### config.mk
export PLATFORM = sky130hd
export DESIGN_NAME = mem_port_arbiter
export DESIGN_NICKNAME = d
export VERILOG_FILES = /design/src/rtl/mem_port_arbiter.sv
export SDC_FILE = /design/constraint.sdc
export NUM_CORES = 1
export LEC_CHECK = 0
export ABC_AREA = 1
export BUFFER_PORTS_ARGS = -buffer_cell sky130_fd_sc_hd__buf_4
export CAP_MARGIN = 20
export CORE_MARGIN = 1
export CORE_UTILIZATION = 53
export CTS_BUF_LIST = sky130_fd_sc_hd__clkbuf_8
export CTS_CLUSTER_DIAMETER = 30
export DETAILED_ROUTE_END_ITERATION = 7
export GPL_ROUTABILITY_DRIVEN = 0
export PLACE_DENSITY = 0.93
export SLEW_MARGIN = 20
export SYNTH_ARGS = -nofsm -noshare
export SYNTH_HDL_FRONTEND = slang
export SYNTH_SLANG_ARGS = --single-unit
### constraint.sdc
create_clock -name clk -period 3.55 [get_ports clk]
set_input_delay 0.1775 -clock clk [delete_from_list [all_inputs] [get_ports clk]]
set_output_delay 0.1775 -clock clk [all_outputs]
set_load 0.05 [all_outputs]
### src/rtl/mem_port_arbiter.sv
// mem_port_arbiter: shares a single-ported unified memory between instruction
// fetch and data access. Only one transaction is in flight at a time, and each
// one runs through IDLE -> ACCESS -> WAIT -> RESP.
// Grants are combinational and come from IDLE or RESP. All other outputs are
// registered.
// Optional feature: define ARB_ROUND_ROBIN_EN to make contention alternate
// between the two requesters. Without it, data always beats fetch.
module mem_port_arbiter #(
  parameter int ADDR_W  = 10,
  parameter int DATA_W  = 32,
  parameter int MEM_LAT = 1
) (
  input  logic              clk,
  input  logic              rst_n,
  input  logic              if_req,
  input  logic [ADDR_W-1:0] if_addr,
  output logic              if_gnt,
  output logic              if_valid,
  output logic [DATA_W-1:0] if_rdata,
  input  logic              d_req,
  input  logic              d_we,
  input  logic [ADDR_W-1:0] d_addr,
  input  logic [DATA_W-1:0] d_wdata,
  output logic              d_gnt,
  output logic              d_valid,
  output logic [DATA_W-1:0] d_rdata,
  output logic              mem_en,
  output logic              mem_we,
  output logic [ADDR_W-1:0] mem_addr,
  output logic [DATA_W-1:0] mem_wdata,
  input  logic [DATA_W-1:0] mem_rdata
);

  typedef enum logic [1:0] {IDLE, ACCESS, WAIT, RESP} state_t;

  state_t     state;
  logic [3:0] lat_cnt;
  logic       owner_d;   // 1 = data port owns the transaction, 0 = fetch
  logic       we_l;      // latched store flag; stores return zero read data
  logic       can_grant;
  logic       pick_d;

`ifdef ARB_ROUND_ROBIN_EN
  logic       last_d;    // 1 = data was the most recently accepted requester

  // Lone requester wins; on contention the one not served last wins
  always_comb begin
    pick_d = d_req & (~if_req | ~last_d);
  end
`else
  // Fixed priority: data beats fetch whenever it asks
  always_comb begin
    pick_d = d_req;
  end
`endif

  // RESP arbitrates exactly like IDLE so back-to-back requests lose no cycle
  assign can_grant = (state == IDLE) || (state == RESP);

  // Gated by rst_n so the grants also drop to zero while reset is asserted
  assign d_gnt  = rst_n & can_grant & d_req & pick_d;
  assign if_gnt = rst_n & can_grant & if_req & ~pick_d;

  // Transaction sequencer with registered memory strobes and response pulses
  always_ff @(posedge clk or negedge rst_n) begin
    if (!rst_n) begin
      state     <= IDLE;
      lat_cnt   <= '0;
      owner_d   <= 1'b0;
      we_l      <= 1'b0;
      if_valid  <= 1'b0;
      if_rdata  <= '0;
      d_valid   <= 1'b0;
      d_rdata   <= '0;
      mem_en    <= 1'b0;
      mem_we    <= 1'b0;
      mem_addr  <= '0;
      mem_wdata <= '0;
`ifdef ARB_ROUND_ROBIN_EN
      last_d    <= 1'b1;
`endif
    end else begin
      // Strobes and pulses last a single cycle unless re-armed below
      if_valid  <= 1'b0;
      d_valid   <= 1'b0;
      mem_en    <= 1'b0;
      mem_we    <= 1'b0;
      mem_addr  <= '0;
      mem_wdata <= '0;
      case (state)
        IDLE, RESP: begin
          if (d_gnt) begin
            owner_d   <= 1'b1;
            we_l      <= d_we;
            mem_en    <= 1'b1;
            mem_we    <= d_we;
            mem_addr  <= d_addr;
            mem_wdata <= d_wdata;
            state     <= ACCESS;
`ifdef ARB_ROUND_ROBIN_EN
            last_d    <= 1'b1;
`endif
          end else if (if_gnt) begin
            owner_d   <= 1'b0;
            we_l      <= 1'b0;
            mem_en    <= 1'b1;
            mem_addr  <= if_addr;
            state     <= ACCESS;
`ifdef ARB_ROUND_ROBIN_EN
            last_d    <= 1'b0;
`endif
          end else begin
            state     <= IDLE;
          end
        end
        ACCESS: begin
          lat_cnt <= 4'(MEM_LAT);
          state   <= WAIT;
        end
        WAIT: begin
          if (lat_cnt == 4'd1) begin
            // mem_rdata is valid in this cycle, so it is captured at this edge
            lat_cnt <= '0;
            state   <= RESP;
            if (owner_d) begin
              d_valid <= 1'b1;
              d_rdata <= we_l ? '0 : mem_rdata;
            end else begin
              if_valid <= 1'b1;
              if_rdata <= mem_rdata;
            end
          end else begin
            lat_cnt <= lat_cnt - 4'd1;
          end
        end
        default: state <= IDLE;
      endcase
    end
  end

endmodule

### Word-level counts from Yosys, hierarchy flattened

Index checks and enable logic that the tools add are counted.
Widths: inputs -> output; s select.

* bits in registers: 118
* bits of input ports: 89
* output and inout bits: 112

* bitwise gates (word level): 7
* equal/unequal tests: 5
* multiplexer cells: 26
* reductions and logical operators: 8
* add/subtract/negate cells: 1

Operator list (count)
* $mux 32: 3
* $mux 10: 3
* $mux 1: 16
* $pmux 4 s2: 1
* $pmux 2 s3: 1
* $reduce_and 3->1: 2
* $and 1x1->1: 5
* $eq 2x2->1 const B: 2
* $eq 4x1->1 const B: 1
* $mux 4: 1
* $reduce_bool 2->1: 2
* $sub 4x1->4 const B: 1
* $eq 2x1->1 const B: 1
* $logic_not 2->1: 1
* $mux 2: 1
* $ne 2x2->1 const B: 1
* $not 1->1: 2
* $reduce_and 2->1: 1
* $reduce_or 2->1: 1
* $logic_or 1x1->1: 1

### Depth between registers and ports, before layout

Gate-level depths: netlist (run 1).

* word-level depth: 8
* depth in mapped cells: 9

### Worst setup path before layout (run 1)

No wires, ideal clock.

* path type: flip-flop to flip-flop
* start point: register state[1]
* end point: register mem_addr[0]
* slack: 2057 ps
* data arrival time: 1427 ps
* buffers on the path: 1
* cell stages (with the launch flop): 7
* period minus slack after synthesis: 1493 ps
* path through: dfrtp_1 > ha_1 > nand2_1 > nor3_1 > buf_2 > nand2_1 > nand2_1

* word-level cells in the longest chain between the ends: 8
* elaborated cells on any way between the ends: 12
* classes of those cells: 1 x eq/ne; 3 x mux; 5 x bitwise; 3 x reduce/logical

Ends and longest elaborated chain
* start: declaration: RTL line 36 `state_t state;`
* start signal: assignment: RTL line 67 `state <= IDLE;`
* start signal: assignment: RTL line 99 `state <= ACCESS;`
* start signal: assignment: RTL line 108 `state <= ACCESS;`
* $eq 2x2->1 / $logic_not 2->1 (equally long branches): RTL line 58 `assign can_grant = (state == IDLE) || (state == RESP);`
* $logic_or 1x1->1 (*): RTL line 58
* $and 1x1->1 (*) (3 in series): RTL line 62 `assign if_gnt = rst_n & can_grant & if_req & ~pick_d;`
* via if_gnt: RTL line 17 `output logic if_gnt,`
* $mux 10 (*): RTL line 103 `end else if (if_gnt) begin`
* $mux 10 (*): RTL line 92 `if (d_gnt) begin`
* $mux 10 (*): RTL line 90 `case (state)`
* end signal: assignment: RTL line 97 `mem_addr <= d_addr;`
* end signal: assignment: RTL line 107 `mem_addr <= if_addr;`
* end: declaration: RTL line 29 `output logic [ADDR_W-1:0] mem_addr,`

The timed path passes the listed nets; every way through them passes the cells marked *.
A chain may end at the register's enable or synchronous reset.

### Worst setup path after layout (run 1)

* start point: register state[0]
* end point: output port d_gnt

* word-level cells in the longest chain between the ends: 5
* elaborated cells on any way between the ends: 6
* classes of those cells: 1 x eq/ne; 3 x bitwise; 2 x reduce/logical

Ends and longest elaborated chain
* $eq 2x2->1 / $logic_not 2->1 (equally long branches): RTL line 58
* $logic_or 1x1->1 (*): RTL line 58
* $and 1x1->1 (*) (3 in series): RTL line 61 `assign d_gnt = rst_n & can_grant & d_req & pick_d;`
* end: declaration: RTL line 24 `output logic d_gnt,`

Mark *: on every way between the ends. The rest lies on a longest branch, timed or not.

==> metrics.md, run 1 <==
| Metric | Value |
|---|---|
| Status | complete, no violations |
| Mapped cell area | 4670 sq um |
| Initial Util | 55.8% |
| # diodes | 0 |
| Setup violators final | 0 |
| CP cell instances | inv_1 -> ha_1 -> nand2_1 -> nor2_2 -> buf_4 |
| Clock Skews | 0.00962 ns |
| CTS clk-pin slew, worst paths | 0.08 ns |
| Post-cts resize count | 0 |
| Worst skew pair latency | 0.41 ns |
| Die Height | 95.9 microns |
| Cell area after layout | 7210 sq um |
| Die area | 9200 sq um |
| Worst VDD drop | 0.464 mV |
| Ports | 201 |
| TritonRoute pass-1 iters | 5 |
| Antenna violations before repair | 0 |
| F_max | 435 MHz |
| Via density | 5.23 |
| Detail Route Antenna Nets | 0 |
| Post-synthesis sequential area ratio | 63.2% |
| CTS tree | built |
| Share of cells above drive strength 1 | 35.1% |
| Fin crit period | 2.30 ns |
| First-pass GRT wire length | 23500 microns |
| Syn Nets | 582 |
| Largest net degree at the start of global routing | 70 |
| Slowest-stage cell, CP | nor2_2 |
| Power Density | 972 nW/um^2 |
| Crit-path max FO | 13 |
| Placed Area | 6170 sq um |
| FF-to-FF Start | state[0]$_DFFE_PN0P_ |
| Max transition margin | 31.0% |
| Final period util | 64.8% |
| Cell variety after synth | 23 |
| Worst min-delay path category | in2reg |
| Synthesized area per cell | 9.54 sq um |
| Max cap viols | 0 |
| TritonCTS Buffers | 17 |
| IO Port Bufs | 200 |
| CP startpoint | state[0]$_DFFE_PN0P_ |
| Final Slew Violations | 0 |
| Critical path required time | 3.37 ns |
| Hold Path Origin | mem_rdata[22] |
| Cells after Synth | 490 |
| Clock buffer depth | 2 |
| Vias post-DR | 4564 |
| Worst setup SP type | flop |
| RSZ-0062 raised after global routing | no |
| DRC violations left | 0 |
| Sink Count | 118 |
| Nets | 846 |
| Max stage delay on crit path | 0.51 ns |
| Arrival time worst endpoint | 2.12 ns |
| Final Util | 86.0% |
| Core Region | 8380 sq um |
| Total GRT Usage | 34.9% |
| Drt total wl | 15500 microns |
| Hold-fix buffers at CTS | 63 |
| Final HPWL DP | 8890 microns |
| Chip width | 95.9 microns |
| Nature of the critical path endpoint | output pin |
| Area Growth Syn to Fin | 54.1% |
| Leak | 4.09 nW |
| Setup CP Type | reg2out |
| DRT iter0 DRCs | 361 |
| Root Buffer | clkbuf_8 |
| Setup Fix Bufs, Post-CTS | 0 |
| GRT Residual Overflow | 0 |
| Setup TNS | 0 ns |
| Vias in the first global route | 4742 |
| H-tree Lvls | 4 |
| Wirelength per Cell | 17.8 microns |
| Warnings, synthesis | 0 |
| Pwr Total | 7.00 mW |
| Synth Register Bits | 118 |
| Slew @ Worst Pin | 1.03 ns |
| Final-report hold violation count | 0 |
| Row cnt | 33 |
per-layer routing:
metal  global-route usage [%]  up-vias  part of all wire [%]
li1                         -     2018                     -
met2                     61.3      289                    50
met5                        0        -                     0
met1                     38.7     2213                    37
met3                     11.1       44                   9.2
met4                     15.8        0                   3.3
stage by stage:
| step | std cells | setup slack, ns | hold WS, ns |
|---|---|---|---|
| 5_1_grt | 872 | 1.14 | 0.00696 |
| 2_1_floorplan | 490 | 2.06 | -0.118 |
| 3_3_place_gp | 776 | 1.44 | 0.372 |
| 4_1_cts | 871 | 1.34 | 0.0000231 |
| 3_5_place_dp | 776 | 1.37 | 0.379 |
| 6_report | 872 | 1.25 | 0.0138 |
critical path, delay by kind of cell, from the launching register on:
family | cells | cell delay, ns
simple gates | 2 | 0.64
buf+inv | 2 | 0.37
fa+ha+maj | 1 | 0.33
flops | 1 | 0.36
flip-flops by register name, summed over array words and instances (netlist names):
register   flops
owner_d        1
d_rdata       32
if_valid       1
mem_addr      10
d_valid        1
state          2
if_rdata      32
mem_wdata     32
lat_cnt        4
we_l           1
mem_en         1
mem_we         1
cells by family after synthesis:
group / share of synthesized area, %
compound gates: 5.73
fa+ha+maj: 0.803
flops: 63.2
buf+inv: 7.84
simple gates: 22.5
placed cells by master (no fill, tap or decap):
cell type / netlist / final
o21ai_0: 1 / 1
inv_1: 47 / 47
dlygate4sd3_1: 0 / 64
nand2_1: 179 / 179
nand3_2: 1 / 1
inv_2: 3 / 3
inv_6: 0 / 3
clkinvlp_4: 0 / 5
a21oi_1: 2 / 2
o22ai_1: 1 / 1
nor2_1: 37 / 37
nor3_1: 1 / 1
ha_1: 3 / 3
dfrtp_1: 118 / 118
clkinv_4: 0 / 2
nand2_4: 1 / 1
o21ai_1: 9 / 9
nor2_4: 1 / 1
nand3_1: 35 / 35
bufinv_16: 0 / 2
nand3b_1: 1 / 1
nor2_2: 2 / 2
clkinv_2: 0 / 2
buf_4: 3 / 205
o21ai_2: 23 / 23
clkbuf_8: 0 / 18
nand2_2: 1 / 1
area by class of cell:
class | instances | area (sq um)
Clock buffer | 18 | 248
Inverter | 50 | 188
Tap cell | 105 | 131
Clock inverter | 14 | 151
Multi-Input combinational cell | 298 | 1360
Timing Repair Buffer | 269 | 2180
Fill cell | 426 | 1180
Sequential cell | 118 | 2950
worst paths after layout:
kind | cells after the start | endpoint | slack, ns
worst max-delay path | 5 | d_gnt | 1.25
worst min-delay path | 3 | if_rdata[22]$_DFFE_PN0P_ | 0.01
worst max register to register | 7 | mem_addr[0]$_DFF_PN0_ | 1.27
worst min register to register | 2 | if_rdata[17]$_DFFE_PN0P_ | 0.47
max in group asynchronous | 4 | d_rdata[1]$_DFFE_PN0P_ | 1.78
min in group asynchronous | 3 | d_rdata[24]$_DFFE_PN0P_ | 0.62
Yosys cell counts (all sizes together):
library cell  number  share of area [%]
a21oi              2               0.21
buf               20                3.5
clkbuf             4               0.32
dfrtp            118                 63
ha                 3               0.80
inv               50                4.0
nand2            181                 15
nand3             36                4.0
nand3b             1               0.16
nor2              40                3.5
nor3               1               0.11
o21ai             33                5.4
o22ai              1               0.13
where the power goes:
part	switching (mW)	internal, mW
Combinational	2.66	1.03
Clock	0.580	0.648
Sequential	0.273	1.81
Total	3.52	3.49
Note: power is estimated with default switching activity, not from simulation.
==> run 2: changes to the inputs <==
--- a/config.mk
+++ b/config.mk
@@ -9,12 +9,12 @@
 export BUFFER_PORTS_ARGS = -buffer_cell sky130_fd_sc_hd__buf_4
 export CAP_MARGIN = 20
 export CORE_MARGIN = 1
-export CORE_UTILIZATION = 53
+export CORE_UTILIZATION = 49
 export CTS_BUF_LIST = sky130_fd_sc_hd__clkbuf_8
 export CTS_CLUSTER_DIAMETER = 30
 export DETAILED_ROUTE_END_ITERATION = 7
 export GPL_ROUTABILITY_DRIVEN = 0
-export PLACE_DENSITY = 0.93
+export PLACE_DENSITY = 0.87
 export SLEW_MARGIN = 20
 export SYNTH_ARGS = -nofsm -noshare
 export SYNTH_HDL_FRONTEND = slang
==> constraint.sdc (replaced) <==
create_clock -name clk -period 2.39 [get_ports clk]
set_input_delay 0.1195 -clock clk [delete_from_list [all_inputs] [get_ports clk]]
set_output_delay 0.1195 -clock clk [all_outputs]
set_load 0.05 [all_outputs]
==> metrics.md, run 2 (synthesized netlist as in run 1, its figures left out) <==
| Metric | Value |
|---|---|
| Arrival time worst endpoint | 2.68 ns |
| Setup CP Type | reg2reg |
| Final-report hold violation count | 0 |
| Die area | 9930 sq um |
| Drt total wl | 16700 microns |
| Root Buffer | clkbuf_8 |
| TritonRoute pass-1 iters | 5 |
| Critical path required time | 2.75 ns |
| Nature of the critical path endpoint | flop |
| Clock buffer depth | 2 |
| Cell area after layout | 7490 sq um |
| Placed Cells | 802 |
| Worst VDD drop | 0.693 mV |
| Worst setup margin | 0.0746 ns |
| Row cnt | 35 |
| Antenna violations before repair | 0 |
| # diodes | 0 |
| Die Height | 99.7 microns |
| Area Growth Syn to Fin | 60.2% |
| TritonCTS Buffers | 17 |
| F_max | 432 MHz |
| Layout Cells excl Fill | 920 |
| Total GRT Usage | 34.5% |
| RSZ-0062 raised after global routing | no |
| Post-Place Worst Slack | 0.461 ns |
| Max stage delay on crit path | 0.57 ns |
| Largest net degree at the start of global routing | 47 |
| DRT iter0 DRCs | 252 |
| Share of cells above drive strength 1 | 34.3% |
| H-tree Lvls | 4 |
| Nets | 870 |
| Most common cell after layout, fill and taps aside | buf_4 |
| Vias post-DR | 4657 |
| Max cap viols | 0 |
| Setup violators final | 0 |
| DRC violations left | 0 |
| Worst min-delay path category | in2async |
| CTS tree | built |
| Chip width | 99.7 microns |
| CP cell instances | inv_1 -> ha_1 -> nand2_1 -> nor3_1 -> buf_4 -> nand2_1 -> nand2_1 -> dlygate4sd3_1 |
| Power Density | 1410 nW/um^2 |
| Largest registers | d_rdata x32, if_rdata x32, mem_wdata x32 |
| CP bufs+invs | 3 |
| First-pass GRT wire length | 25500 microns |
| Final HPWL DP | 8670 microns |
| Setup TNS | 0 ns |
| GRT Residual Overflow | 0 |
| Slew @ Worst Pin | 0.603 ns |
| Fill count | 510 |
| Final period util | 96.9% |
| Wirelength per Cell | 18.2 microns |
| Crit-path max FO | 11 |
| Vias in the first global route | 4890 |
| Detail Route Antenna Nets | 0 |
| Pwr Total | 10.6 mW |
| Via density | 5.06 |
| Leak | 4.22 nW |
| Slowest-stage cell, CP | dlygate4sd3_1 |
| Clock Skews | 0.0224 ns |
| Sink Count | 118 |
| Final Util | 81.0% |
| Core Region | 9240 sq um |
| Worst skew pair latency | 0.43 ns |
| Final Slew Violations | 0 |
| CP most frequent cell | nand2_1 |
| Hold slack | 0.179 ns |
| Worst setup SP type | flop |
| Delay-heaviest family, CP | buffers and inverters |
| IO Port Bufs | 200 |
| Placed Area | 6220 sq um |
| Initial Util | 50.6% |
| CTS clk-pin slew, worst paths | 0.09 ns |
| Ports | 201 |
| Commonest cells after routing, fill and taps aside | buf_4, nand2_1, dfrtp_1 |
| Status | complete, no violations |
| Fin crit period | 2.32 ns |
| Max transition margin | 59.7% |
## run 2: changes by cell type in the layout (fill, tap and decap cells not counted)
| cell | before | now |
|---|---|---|
| buf_4 | 205 | 206 |
| dlygate4sd3_1 | 64 | 86 |
| nor2_2 | 2 | 1 |
| inv_6 | 3 | 6 |
| nor2_4 | 1 | 2 |
| clkbuf_8 | 18 | 17 |
| clkinv_4 | 2 | 3 |
| inv_8 | 0 | 1 |
| clkinvlp_4 | 5 | 0 |
| clkinv_2 | 2 | 3 |
| buf_12 | 0 | 1 |
## run 2: layout make-up
cell class,count,area [sq um],share of cell area [%]
multi-input cells,298,1360,18.2
clock inverters,15,165,2.21
well taps,129,161,2.16
repair buffers,293,2430,32.4
inverters,50,188,2.51
flip-flops and latches,118,2950,39.4
clock buffers,17,234,3.12
## run 2: layer usage
layer  track usage [%]  up-vias  routed length (microns)
met5                 0        -                        0
met4              18.8        0                      799
met3              11.0       72                     1440
met2              59.0      308                     8300
met1              38.4     2206                     6160
li1                  -     2071                        -
## run 2: repair_timing
action / CTS / global route
endpoints found under the hold margin: 135 / 0
hold buffers: 86 / 0
endpoints found under the setup margin: 0 / 5
setup buffers: 0 / 0
resized for setup: 0 / 1
## run 2: worst register-to-register path: stages (launching register included)
cell           delay (ns)
dfrtp_1              0.39
inv_1                0.06
ha_1                 0.37
nand2_1              0.18
nor3_1               0.26
buf_4                0.23
nand2_1              0.10
nand2_1              0.10
dlygate4sd3_1        0.57
## run 2: final timing paths
| kind | startpoint | endpoint | slack (ns) | cells after the start |
|---|---|---|---|---|
| setup reg to reg | state[0]$_DFFE_PN0P_ | mem_addr[1]$_DFF_PN0_ | 0.07 | 8 |
| min in group clk | if_req | mem_en$_DFF_PN0_ | 0.23 | 5 |
| hold / removal | rst_n | state[0]$_DFFE_PN0P_ | 0.18 | 2 |
| setup / recovery | state[0]$_DFFE_PN0P_ | mem_addr[1]$_DFF_PN0_ | 0.07 | 8 |
| max in group asynchronous | rst_n | d_rdata[31]$_DFFE_PN0P_ | 1.25 | 3 |
| hold reg to reg | if_rdata[18]$_DFFE_PN0P_ | if_rdata[18]$_DFFE_PN0P_ | 0.48 | 2 |
## run 2: power by group
group	switching (mW)	total (mW)	internal, mW	leakage, nW
logic	4.03	5.62	1.59	2.49
registers	0.411	3.10	2.69	1.53
clock network	0.892	1.84	0.953	0.208
